--- config.mk ---
export PLATFORM = sky130hd
export DESIGN_NAME = wide_frame_rx_flat
export DESIGN_NICKNAME = d
export VERILOG_FILES = /design/src/rtl/wide_frame_rx_if.sv /design/src/rtl/wide_frame_rx.sv /design/src/flat_wrapper.sv
export SDC_FILE = /design/constraint.sdc
export NUM_CORES = 1
export LEC_CHECK = 0
export ABC_AREA = 1
export CAP_MARGIN = 0
export CORE_UTILIZATION = 45
export CTS_CLUSTER_DIAMETER = 40
export CTS_CLUSTER_SIZE = 12
export DETAILED_ROUTE_END_ITERATION = 7
export SLEW_MARGIN = 0
export SYNTH_ARGS = -nofsm -noshare
export SYNTH_HDL_FRONTEND = slang
export SYNTH_SLANG_ARGS = --single-unit
--- constraint.sdc ---
create_clock -name clk -period 9 [get_ports clk]
set_input_delay 2.25 -clock clk [delete_from_list [all_inputs] [get_ports clk]]
set_output_delay 2.25 -clock clk [all_outputs]
set_load 0.02 [all_outputs]
--- src/rtl/wide_frame_rx_if.sv ---
`default_nettype none
// ============================================================================
//  Module      : wide_frame_rx_if
//  Description : AXI-Stream style word channel used on both sides of the
//                wide frame receiver (64-bit data, 8-bit user sideband).
//  Revision    : 1.0 - initial release
// ============================================================================
interface wide_frame_rx_if #(
    parameter int DATA_W = 64,
    parameter int USER_W = 8
);
    logic [DATA_W-1:0] tdata;
    logic              tvalid;
    logic              tready;
    logic              tlast;
    logic [USER_W-1:0] tuser;

    modport master (
        output tdata,
        output tvalid,
        output tlast,
        output tuser,
        input  tready
    );

    // The receive side only consumes data/valid; upstream framing is in-band
    modport slave (
        input  tdata,
        input  tvalid,
        output tready
    );
endinterface
`default_nettype wire

--- src/rtl/wide_frame_rx.sv ---
`default_nettype none
// ============================================================================
//  Module      : wide_frame_rx
//  Description : Store-and-forward frame receiver. Buffers header/payload/
//                trailer frames, releases payload only on checksum match.
//  Revision    : 1.0 - initial release
// ============================================================================
module wide_frame_rx #(
    parameter logic [15:0] MAGIC   = 16'hA55A,
    parameter int          MAX_LEN = 16,
    parameter int          CNT_W   = 16
) (
    input  wire logic             clk,
    input  wire logic             rst,
    wide_frame_rx_if.slave        s_axis,
    wide_frame_rx_if.master       m_axis,
    output logic                  frame_ok,
    output logic                  frame_err,
    output logic [1:0]            err_code,
    output logic [CNT_W-1:0]      ok_count,
    output logic [CNT_W-1:0]      err_count
);

    localparam int         PTR_W     = (MAX_LEN > 1) ? $clog2(MAX_LEN) : 1;
    localparam logic [7:0] c_max_len = 8'(MAX_LEN);

    typedef enum logic [1:0] {
        ST_HUNT    = 2'd0,
        ST_PAYLOAD = 2'd1,
        ST_TRAILER = 2'd2,
        ST_DRAIN   = 2'd3
    } state_t;

    state_t             r_state;
    state_t             w_next;

    logic [63:0]        r_buf [MAX_LEN];
    logic [63:0]        r_csum;
    logic [PTR_W-1:0]   r_wr_ptr;
    logic [PTR_W-1:0]   r_rd_ptr;
    logic [PTR_W-1:0]   r_last;
    logic [7:0]         r_type;
    logic               r_frame_ok;
    logic               r_frame_err;
    logic [1:0]         r_err_code;
    logic [CNT_W-1:0]   r_ok_cnt;
    logic [CNT_W-1:0]   r_err_cnt;

    logic               w_s_ready;
    logic               w_s_fire;
    logic               w_m_fire;
    logic [7:0]         w_len;
    logic               w_magic;
    logic               w_len_ok;
    logic               w_hdr_ok;
    logic               w_len_err;
    logic               w_csum_ok;
    logic               w_csum_err;
    logic               w_rd_last;

    // tready is forced low while reset is held, not just while in DRAIN
    assign w_s_ready     = rst && (r_state != ST_DRAIN);
    assign w_s_fire      = s_axis.tvalid && w_s_ready;
    assign s_axis.tready = w_s_ready;

    assign w_len    = s_axis.tdata[7:0];
    assign w_magic  = (s_axis.tdata[63:48] == MAGIC);
    assign w_len_ok = (w_len != 8'd0) && (w_len <= c_max_len);

    always_ff @(posedge clk or negedge rst) begin
        if (!rst) begin
            r_state <= ST_HUNT;
        end else begin
            r_state <= w_next;
        end
    end

    always_comb begin
        w_next        = r_state;
        w_hdr_ok      = 1'b0;
        w_len_err     = 1'b0;
        w_csum_ok     = 1'b0;
        w_csum_err    = 1'b0;
        w_rd_last     = 1'b0;
        w_m_fire      = 1'b0;
        m_axis.tvalid = 1'b0;
        m_axis.tdata  = 64'd0;
        m_axis.tlast  = 1'b0;
        m_axis.tuser  = 8'd0;
        case (r_state)
            ST_HUNT: begin
                if (w_s_fire && w_magic) begin
                    if (w_len_ok) begin
                        w_hdr_ok = 1'b1;
                        w_next   = ST_PAYLOAD;
                    end else begin
                        w_len_err = 1'b1;
                    end
                end
            end
            ST_PAYLOAD: begin
                if (w_s_fire && (r_wr_ptr == r_last)) begin
                    w_next = ST_TRAILER;
                end
            end
            ST_TRAILER: begin
                if (w_s_fire) begin
                    if (s_axis.tdata == r_csum) begin
                        w_csum_ok = 1'b1;
                        w_next    = ST_DRAIN;
                    end else begin
                        w_csum_err = 1'b1;
                        w_next     = ST_HUNT;
                    end
                end
            end
            ST_DRAIN: begin
                w_rd_last     = (r_rd_ptr == r_last);
                w_m_fire      = m_axis.tready;
                m_axis.tvalid = 1'b1;
                m_axis.tdata  = r_buf[r_rd_ptr];
                m_axis.tlast  = w_rd_last;
                m_axis.tuser  = r_type;
                if (m_axis.tready && w_rd_last) begin
                    w_next = ST_HUNT;
                end
            end
            default: w_next = ST_HUNT;
        endcase
    end

    always_ff @(posedge clk or negedge rst) begin
        if (!rst) begin
            r_csum      <= 64'd0;
            r_wr_ptr    <= '0;
            r_rd_ptr    <= '0;
            r_last      <= '0;
            r_type      <= 8'd0;
            r_frame_ok  <= 1'b0;
            r_frame_err <= 1'b0;
            r_err_code  <= 2'd0;
            r_ok_cnt    <= '0;
            r_err_cnt   <= '0;
        end else begin
            r_frame_ok  <= w_csum_ok;
            r_frame_err <= w_len_err || w_csum_err;
            if (w_hdr_ok) begin
                r_csum   <= s_axis.tdata;
                r_wr_ptr <= '0;
                r_last   <= PTR_W'(w_len - 8'd1);
                r_type   <= s_axis.tdata[47:40];
            end
            if ((r_state == ST_PAYLOAD) && w_s_fire) begin
                r_csum   <= r_csum ^ s_axis.tdata;
                r_wr_ptr <= r_wr_ptr + PTR_W'(1);
            end
            if (w_csum_ok) begin
                r_rd_ptr <= '0;
                if (r_ok_cnt != '1) begin
                    r_ok_cnt <= r_ok_cnt + CNT_W'(1);
                end
            end
            if (w_m_fire) begin
                r_rd_ptr <= r_rd_ptr + PTR_W'(1);
            end
            if (w_len_err || w_csum_err) begin
                r_err_code <= w_len_err ? 2'd1 : 2'd2;
                if (r_err_cnt != '1) begin
                    r_err_cnt <= r_err_cnt + CNT_W'(1);
                end
            end
        end
    end

    // Payload storage is plain RAM; its contents are never visible outside DRAIN
    always_ff @(posedge clk) begin
        if ((r_state == ST_PAYLOAD) && w_s_fire) begin
            r_buf[r_wr_ptr] <= s_axis.tdata;
        end
    end

    assign frame_ok  = r_frame_ok;
    assign frame_err = r_frame_err;
    assign err_code  = r_err_code;
    assign ok_count  = r_ok_cnt;
    assign err_count = r_err_cnt;

endmodule
`default_nettype wire

--- src/flat_wrapper.sv ---
// flat-port wrapper written by rule: the top's interface ports become plain ports
module wide_frame_rx_flat 
#(
    parameter logic [15:0] MAGIC   = 16'hA55A,
    parameter int          MAX_LEN = 16,
    parameter int          CNT_W   = 16
)
  (clk, rst, frame_ok, frame_err, err_code, ok_count, err_count, s_axis_tdata, s_axis_tvalid, s_axis_tready, m_axis_tdata, m_axis_tvalid, m_axis_tlast, m_axis_tuser, m_axis_tready);
  wide_frame_rx_if #(.DATA_W(64), .USER_W(8)) s_axis_i ();
  wide_frame_rx_if #(.DATA_W(64), .USER_W(8)) m_axis_i ();
  input  wire logic clk;
  input  wire logic rst;
  output logic frame_ok;
  output logic frame_err;
  output logic [1:0] err_code;
  output logic [CNT_W-1:0] ok_count;
  output logic [CNT_W-1:0] err_count;
  input wire logic [$bits(s_axis_i.tdata)-1:0] s_axis_tdata;
  input wire logic [$bits(s_axis_i.tvalid)-1:0] s_axis_tvalid;
  output wire logic [$bits(s_axis_i.tready)-1:0] s_axis_tready;
  output wire logic [$bits(m_axis_i.tdata)-1:0] m_axis_tdata;
  output wire logic [$bits(m_axis_i.tvalid)-1:0] m_axis_tvalid;
  output wire logic [$bits(m_axis_i.tlast)-1:0] m_axis_tlast;
  output wire logic [$bits(m_axis_i.tuser)-1:0] m_axis_tuser;
  input wire logic [$bits(m_axis_i.tready)-1:0] m_axis_tready;
  assign s_axis_i.tdata = s_axis_tdata;
  assign s_axis_i.tvalid = s_axis_tvalid;
  assign s_axis_tready = s_axis_i.tready;
  assign m_axis_tdata = m_axis_i.tdata;
  assign m_axis_tvalid = m_axis_i.tvalid;
  assign m_axis_tlast = m_axis_i.tlast;
  assign m_axis_tuser = m_axis_i.tuser;
  assign m_axis_i.tready = m_axis_tready;
  wide_frame_rx #(.MAGIC(MAGIC), .MAX_LEN(MAX_LEN), .CNT_W(CNT_W)) u_core (.clk(clk), .rst(rst), .s_axis(s_axis_i), .m_axis(m_axis_i), .frame_ok(frame_ok), .frame_err(frame_err), .err_code(err_code), .ok_count(ok_count), .err_count(err_count));
endmodule
==> tab_implementation.tex, run 1 <==
\begin{tabular}{lr}
\hline
Metric & Value \\
\hline
\multicolumn{2}{l}{\textbf{Pwr}} \\
\quad Power dissipated by switching net loads & 5.76 mW \\
\quad Net Sw Frac & 34.0\% \\
\quad Power per cell area & 304 nW/µm² \\
\quad Largest vdd supply drop & 0.000234 V \\
\quad Power Total & 16.9 mW \\
\quad Leakage power summed over all cells & around 19 nW \\
\quad Portion of total power attributed to the clock network & between 30\% and 40\% \\
\quad Part of the total power dissipated in sequential elements & 37.1\% \\
\quad Relative contribution of combinational cells to total power & a little over a quarter \\
\quad Internal power contribution & 11.2 mW \\
\multicolumn{2}{l}{\textbf{Yosys}} \\
\quad Synthesized instance count & 3853 \\
\quad Cell accounting for the most synthesized area & edfxtp\_1 \\
\quad Fraction of the mapped netlist area in compound gates & 13.0\% \\
\quad Yosys warning total & 0 \\
\quad Xor and xnor fraction of the mapped netlist area & 0.725\% \\
\quad EDFF count, synth & 1024 \\
\quad Area share of fa/ha/maj cells after synthesis & less than 1\% \\
\quad Combinational family with the most area after synthesis & compound AO/OA/AOI/OAI gates \\
\quad Number of register bits inferred by synthesis & around 1100 \\
\quad Fraction of the yosys area taken by sequential cells & 71.7\% \\
\quad Average footprint of a synthesized cell & approximately 12 µm² \\
\quad Multiplexer share of the synthesized area & 0\% \\
\quad Post-Synth Simple-Gate Area & 10.3\% \\
\quad Share of flip-flops with an asynchronous set or reset after synthesis & 10.6\% \\
\quad Predominant post-synthesis flop cell & edfxtp\_1 \\
\quad Net count after synthesis & around 3900 \\
\quad Post-synth top area share & 65.2\% \\
\quad Main area contributors after synthesis & edfxtp\_1 65\%, dfrtp\_1 6.5\%, o21ai\_0 5.6\%, nor2\_1 4.9\%, o221ai\_1 3.6\% \\
\quad Total standard cell area after synthesis & 47100 µm² \\
\quad Netlist cell types & 34 \\
\multicolumn{2}{l}{\textbf{GRT}} \\
\quad Gr usage total & 23.8\% \\
\quad Total congestion overflow after global routing & 0 \\
\quad GR Layer Usage met2 & around 37\% \\
\quad Grt met3 use & 4.03\% \\
\quad Global routing usage on met1 & $\sim$34\% \\
\quad Number of global-route vias before repair & 30500 \\
\quad Number of antenna violations at the first check in global routing & 5 \\
\quad Global-route wire length before repair & around 190 mm \\
\quad Most heavily used metal layer in global routing & met2 \\
\quad Maximum number of pins on one net before global-route repair & 205 \\
\multicolumn{2}{l}{\textbf{Clock tree}} \\
\quad Clock transition at the registers of the reported paths & 0.05 ns \\
\quad H-tree depth & 4 \\
\quad Clock Tree Buf Depth & 3 \\
\quad Inserted Clock Buffers & 155 \\
\quad Total number of clock tree sinks & 1146 \\
\quad Post-CTS Hold Fix Bufs & 0 \\
\quad Skew-Pair Late Insertion Delay & 0.75 ns \\
\quad CTS tree & yes \\
\quad Number of resized instances in the post-cts repair step & 0 \\
\quad Clk root buf & clkbuf\_16 \\
\quad Setup bufs post-CTS & 0 \\
\multicolumn{2}{l}{\textbf{Detailed routing}} \\
\quad Routed vias & 31700 \\
\quad Initial DRT Pass Iterations & 5 \\
\quad Count of nets left with antenna violations after detail routing & 0 \\
\quad DRC violation count after routing & 0 \\
\quad Detailed-route wire length & 128 mm \\
\quad Drt first-iter violations & between 3000 and 4000 \\
\quad Vias per inst & between 5 and 6 \\
\quad Routed wire length per instance & 23.2 µm \\
\multicolumn{2}{l}{\textbf{STA}} \\
\quad Unrepaired setup endpoints after global routing & no \\
\quad Share of the clock period used by the worst path after layout & 75.7\% \\
\quad Fmax & 0.147 GHz \\
\quad Slack of the critical path & 2.18 ns \\
\quad Worst slew margin relative to its limit & 21.7\% \\
\quad Number of setup violations in the final report & 0 \\
\quad Sum of negative setup slack & 0 ns \\
\quad Tightest hold margin & 0.496 ns \\
\quad Post-layout min period & 6.82 ns \\
\quad Maximum clock skew at final layout & about 0.022 ns \\
\quad Final Max Tran Viols & 0 \\
\quad Worst Tran Pin Value & $\sim$1.2 ns \\
\quad Count of final hold-check violations & 0 \\
\multicolumn{2}{l}{\textbf{Setup path}} \\
\quad Critical path fanouts, max & about 170 \\
\quad Series of cell instances along the critical path & inv\_8, buf\_4, nor2\_1, o221ai\_1, nand3\_1, a21oi\_1, clkdlybuf4s50\_1 \\
\quad Setup slack on the worst flop-to-flop path & 4.76 ns \\
\quad Critical path arrival & 4.57 ns \\
\quad Setup crit end kind & output port \\
\quad Worst stage delay on the critical path & 0.71 ns \\
\quad Classification of the worst setup path & flip-flop to output port \\
\quad Crit path required time & approximately 6.8 ns \\
\quad Critical Path Source Type & flip-flop \\
\quad Standard cell with the maximum stage delay on the critical path & clkdlybuf4s50\_1 \\
\multicolumn{2}{l}{\textbf{Floorplanning}} \\
\quad Total I/O pin count & 179 \\
\quad Total Die Area & approximately 110000 µm² \\
\quad Die extent in y & 326 µm \\
\quad Core outline area & between 100000 and 150000 µm² \\
\quad Starting density of the core & around 45\% \\
\quad Width of the die & 326 µm \\
\quad Number of standard-cell rows in the floorplan & 118 \\
\multicolumn{2}{l}{\textbf{Final layout}} \\
\quad Register area & 33800 µm² \\
\quad Layout overhead on the synthesized area & 18.1\% \\
\quad Post-route design area & 55700 µm² \\
\quad Proportion of layout cells with a drive suffix above 1 & 9.12\% \\
\quad \# nets final & 4087 \\
\quad Number of fill cells in the layout & 8678 \\
\quad Layout Utilization & a little over half \\
\quad Area occupied by multi-input gates & 11600 µm² \\
\quad Final cell count without fillers & 5516 \\
\multicolumn{2}{l}{\textbf{Min path}} \\
\quad Tightest Hold Check Type & flip-flop to flip-flop \\
\multicolumn{2}{l}{\textbf{Run status}} \\
\quad Status & completed \\
\multicolumn{2}{l}{\textbf{Placement}} \\
\quad Placement-stage cell area & 50400 µm² \\
\quad Count of placed standard cells including taps & 5233 \\
\quad Detailed Place HPWL & 67.0 mm \\
\quad Final weighted congestion in routability-driven placement & 0.843 \\
\quad Worst-case setup slack after placement & $\sim$2.9 ns \\
\quad Buffers added on ports & between 150 and 200 \\
\multicolumn{2}{l}{\textbf{Run}} \\
\quad Max Cap Violations & 0 \\
\hline
\end{tabular}
## final cells by class
type | instances | share of cell area (%)
clock buffers | 181 | 7.37
clock inverters | 100 | 2.03
well taps | 1380 | 3.10
multi-input cells | 2258 | 20.8
flip-flops and latches | 1146 | 60.8
diodes | 2 | 0.00899
inverters | 195 | 1.35
repair buffers | 254 | 4.57
## layer usage
metal	vias to the layer above	share of wire, %
met2	1126	46
met5	-	0.034
met1	15900	44
met3	194	6.9
met4	6	2.2
li1	14500	-
## logic make-up (layout without fill, tap and decap cells)
| family | count (synthesis) | after routing |
|---|---|---|
| flops | 1146 | 1146 |
| compound gates | 1000 | 1000 |
| buf+inv | 449 | 730 |
| other cells | 0 | 2 |
| xor+xnor | 39 | 39 |
| fa+ha+maj | 9 | 9 |
| simple gates | 1210 | 1210 |
## worst max-delay path: cells and delay by family (launching register included)
| kind | cells | cell delay [ns] |
|---|---|---|
| and+or+nand+nor | 2 | 0.22 |
| DFF | 1 | 0.70 |
| buffers and inverters | 3 | 1.99 |
| AOI/OAI and AO/OA | 2 | 0.62 |
## state kept, by name, indices dropped and copies added, names as in the netlist
| signal | flops |
|---|---|
| u_core.r_buf | 1024 |
| u_core.r_rd_ptr | 4 |
| u_core.r_wr_ptr | 4 |
| u_core.r_csum | 64 |
| u_core.r_type | 8 |
| u_core.ok_count | 16 |
| u_core.err_count | 16 |
| u_core.r_last | 4 |
| u_core.frame_ok | 1 |
| u_core.err_code | 2 |
| u_core.r_state | 2 |
| u_core.frame_err | 1 |
## cells in the mapped netlist (6+ instances only)
| library cell | n |
|---|---|
| buf_1 | 6 |
| o21ai_1 | 14 |
| o21ai_0 | 531 |
| buf_6 | 9 |
| nand2_1 | 392 |
| dfrtp_1 | 122 |
| buf_4 | 21 |
| inv_1 | 182 |
| xnor2_1 | 18 |
| a21oi_1 | 65 |
| clkbuf_1 | 172 |
| nor2_1 | 612 |
| o221ai_1 | 192 |
| edfxtp_1 | 1024 |
| nand3_1 | 150 |
| buf_2 | 46 |
| nand2_2 | 6 |
| inv_2 | 12 |
| ha_1 | 9 |
| o22ai_1 | 80 |
| nor3_1 | 14 |
| nand4_1 | 23 |
| o211ai_1 | 117 |
| xor2_1 | 21 |
## power by group through the flow
stage / Clock [mW] / Combinational (mW) / Sequential (mW)
3_5_place_dp: 0 / 4.50 / 6.39
6_report: 6.14 / 4.50 / 6.28
4_1_cts: 6.22 / 4.52 / 6.28
3_3_place_gp: 0 / 4.45 / 6.37
2_1_floorplan: 0 / 3.12 / 6.28
5_1_grt: 6.43 / 4.96 / 6.31
## path summary, 6_finish.rpt
check / startpoint / end / cells past startpoint
worst min-delay path: u_core.r_type[7]$_DFFE_PN0P_ / u_core.r_type[7]$_DFFE_PN0P_ / 2
max in group asynchronous: rst / u_core.r_rd_ptr[1]$_DFFE_PN0P_ / 2
worst max register to register: u_core.r_state[1]$_DFFE_PN0P_ / u_core.r_buf[9][5]$_DFFE_PP_ / 10
min in group asynchronous: rst / u_core.frame_err$_DFF_PN0_ / 1
worst min register to register: u_core.r_type[7]$_DFFE_PN0P_ / u_core.r_type[7]$_DFFE_PN0P_ / 2
worst max-delay path: u_core.r_rd_ptr[0]$_DFFE_PN0P_ / m_axis_tdata[41] / 7
## placed cells by master (no fill, tap or decap), drive strengths merged
master and count:
o211ai 117, clkbuf 181, bufinv 15, dfrtp 122, o21ai 545, nor3 15, nand4 23, clkinv 48
a21oi 65, xnor2 18, o22ai 80, buf 77, diode 2, clkdlybuf4s50 177, o221ai 192, and2 1
nand3b 1, a21boi 1, edfxtp 1024, clkinvlp 12, inv 220, xor2 21, nand2 398, nor4 2
nor2 617, nand3 152, ha 9, or2 1
Note: power is estimated with default switching activity, not from simulation.
==> run 2, diff against run 1 <==
clock period = 5.9 ns   (was 9 ns; I/O delays follow)
==> tab_implementation.tex, run 2 (synthesis gave the netlist of run 1 again) <==
\begin{tabular}{lr}
\hline
Metric & Value \\
\hline
\multicolumn{2}{l}{\textbf{Placement}} \\
\quad Detailed Place HPWL & around 70 mm \\
\quad Final weighted congestion in routability-driven placement & around 0.84 \\
\quad Buffers added on ports & 178 \\
\multicolumn{2}{l}{\textbf{Setup path}} \\
\quad Classification of the worst setup path & flip-flop to output port \\
\quad Reg2reg path depth & 10 \\
\quad Origin of the critical flop-to-flop path & u\_core.r\_state[1]\$\_DFFE\_PN0P\_ \\
\quad Critical Path Source Type & flip-flop \\
\quad Crit path required time & 4.43 ns \\
\quad Setup slack on the worst flop-to-flop path & about 2.0 ns \\
\quad Critical path arrival & roughly 4.1 ns \\
\quad Critical path fanouts, max & 102 \\
\quad Setup crit end kind & output port \\
\quad Capture point of the worst reg-to-reg path & u\_core.r\_buf[8][59]\$\_DFFE\_PP\_ \\
\multicolumn{2}{l}{\textbf{Pwr}} \\
\quad Power per cell area & about 460 nW/µm² \\
\quad Largest vdd supply drop & 0.000436 V \\
\quad Power Total & 25.8 mW \\
\quad Leakage power summed over all cells & 19.1 nW \\
\multicolumn{2}{l}{\textbf{Clock tree}} \\
\quad Number of resized instances in the post-cts repair step & 0 \\
\quad Clock Tree Buf Depth & 3 \\
\quad H-tree depth & 4 \\
\quad Clock transition at the registers of the reported paths & approximately 0.060 ns \\
\quad CTS tree & yes \\
\quad Inserted Clock Buffers & 150 \\
\quad Total number of clock tree sinks & 1146 \\
\quad Skew-Pair Late Insertion Delay & 0.74 ns \\
\quad Post-CTS Hold Fix Bufs & 0 \\
\quad Setup bufs post-CTS & 0 \\
\quad Clk root buf & clkbuf\_16 \\
\multicolumn{2}{l}{\textbf{GRT}} \\
\quad Number of antenna violations at the first check in global routing & 10 \\
\quad Number of global-route vias before repair & 30900 \\
\quad Maximum number of pins on one net before global-route repair & approximately 190 \\
\quad Global-route wire length before repair & 197 mm \\
\quad Gr usage total & approximately a quarter \\
\quad Total congestion overflow after global routing & 0 \\
\multicolumn{2}{l}{\textbf{Floorplanning}} \\
\quad Width of the die & 326 µm \\
\quad Total Die Area & 106000 µm² \\
\quad Total I/O pin count & 179 \\
\quad Number of standard-cell rows in the floorplan & between 100 and 150 \\
\quad Core outline area & 104000 µm² \\
\quad Die extent in y & around 330 µm \\
\quad Starting density of the core & 45.5\% \\
\multicolumn{2}{l}{\textbf{STA}} \\
\quad Count of final hold-check violations & 0 \\
\quad Worst slew margin relative to its limit & about a third \\
\quad Fmax & $\sim$0.18 GHz \\
\quad Final Max Tran Viols & 0 \\
\quad Maximum clock skew at final layout & 0.0241 ns \\
\quad Number of setup violations in the final report & 0 \\
\quad Post-layout min period & 5.55 ns \\
\quad Share of the clock period used by the worst path after layout & 94.1\% \\
\quad Unrepaired setup endpoints after global routing & no \\
\quad Sum of negative setup slack & 0 ns \\
\quad Worst Tran Pin Value & 0.991 ns \\
\multicolumn{2}{l}{\textbf{Final layout}} \\
\quad Top library cells by usage in the layout, fill and taps aside & 1024 x edfxtp\_1, 596 x nor2\_1, 531 x o21ai\_0 \\
\quad \# nets final & 4117 \\
\quad Max reg flops & slightly above 1000 \\
\quad Commonest non-fill, non-tap cell in the layout & edfxtp\_1 \\
\quad Layout overhead on the synthesized area & 18.7\% \\
\quad Proportion of layout cells with a drive suffix above 1 & 9.67\% \\
\quad Layout Utilization & 54.0\% \\
\quad Largest registers & u\_core.r\_buf (1024), u\_core.r\_csum (64) \\
\quad Register bank with the most flops & u\_core.r\_buf \\
\multicolumn{2}{l}{\textbf{Detailed routing}} \\
\quad Routed vias & between 30000 and 40000 \\
\quad Count of nets left with antenna violations after detail routing & 0 \\
\quad Routed wire length per instance & 23.8 µm \\
\quad Drt first-iter violations & 3107 \\
\quad Vias per inst & between 5 and 6 \\
\quad Detailed-route wire length & 132 mm \\
\quad Initial DRT Pass Iterations & 6 \\
\quad DRC violation count after routing & 0 \\
\multicolumn{2}{l}{\textbf{Run}} \\
\quad Max Cap Violations & 0 \\
\multicolumn{2}{l}{\textbf{Run status}} \\
\quad Status & completed \\
\multicolumn{2}{l}{\textbf{Min path}} \\
\quad Tightest Hold Check Type & flip-flop to flip-flop \\
\quad Number of cells traversed by the worst hold path & 2 \\
\quad Hold\_sp & u\_core.r\_type[5]\$\_DFFE\_PN0P\_ \\
\quad Hold Crit Endpoint & u\_core.r\_type[5]\$\_DFFE\_PN0P\_ \\
\hline
\end{tabular}
## run 2: cell types whose count changed in the layout (fill, tap and decap cells not counted), sizes merged
cell / before / now
clkbuf: 181 / 171
clkinv: 48 / 41
clkinvlp: 12 / 13
buf: 77 / 112
bufinv: 15 / 18
diode: 2 / 1
## run 2: power by group
group          internal (mW)  total (mW)  switching (mW)  leakage, nW
logic                   2.20        6.89            4.69         5.87
registers               9.23        9.70           0.471         10.8
clock network           5.62        9.18            3.56         2.45
## run 2: how the worst max path moves through the flow
stage | startpoint | depth (start not counted) | slack (ns) | endpoint
final | u_core.r_rd_ptr[1]$_DFFE_PN0P_ | 8 | 0.35 | m_axis_tdata[40]
after floorplan | rst | 9 | 0.32 | u_core.r_buf[11][0]$_DFFE_PP_
after CTS | u_core.r_rd_ptr[1]$_DFFE_PN0P_ | 8 | 0.24 | m_axis_tdata[40]
after global placement | u_core.r_rd_ptr[1]$_DFFE_PN0P_ | 8 | 1.05 | m_axis_tdata[40]
after detailed placement | u_core.r_rd_ptr[1]$_DFFE_PN0P_ | 8 | 1.01 | m_axis_tdata[40]
after global routing | u_core.r_rd_ptr[1]$_DFFE_PN0P_ | 8 | 0.15 | m_axis_tdata[40]
## run 2: critical path, cell delays in order (launching register included)
cell and delay, ns:
dfrtp_4 0.73, inv_8 0.59, buf_4 0.38, buf_4 0.22, o21ai_0 0.10, o221ai_1 0.21
o211ai_1 0.11, a21oi_1 0.27, clkdlybuf4s50_1 0.67
## run 2: through the flow
| stage | hold WS (ns) | cell area [µm²] | std cells | worst slack (ns) |
|---|---|---|---|---|
| after global placement | 0.472 | 50900 | 5268 | 1.05 |
| after floorplan | 0.453 | 47100 | 3853 | 0.322 |
| after global routing | 0.523 | 56000 | 5537 | 0.148 |
| after detailed placement | 0.467 | 50900 | 5268 | 1.01 |
| after CTS | 0.490 | 56000 | 5536 | 0.236 |
| final | 0.489 | 56000 | 5537 | 0.350 |
## run 2: final cells by class
class / count / area [µm²]
Antenna cell: 1 / 2.50
Clock buffer: 171 / 3920
Clock inverter: 97 / 1150
Fill cell: 8629 / 47700
Inverter: 195 / 752
Multi-Input combinational cell: 2258 / 11600
Sequential cell: 1146 / 33800
Tap cell: 1380 / 1730
Timing Repair Buffer: 289 / 3020
## run 2: routing by layer
layer / global-route usage [%] / wire length [µm] / up-vias
met1: 34.7 / 57800 / 16000
met3: 4.63 / 9420 / 217
li1: - / - / 14500
met2: 39.0 / 61500 / 1194
met4: 7.26 / 2750 / 14
met5: 0 / 89 / -
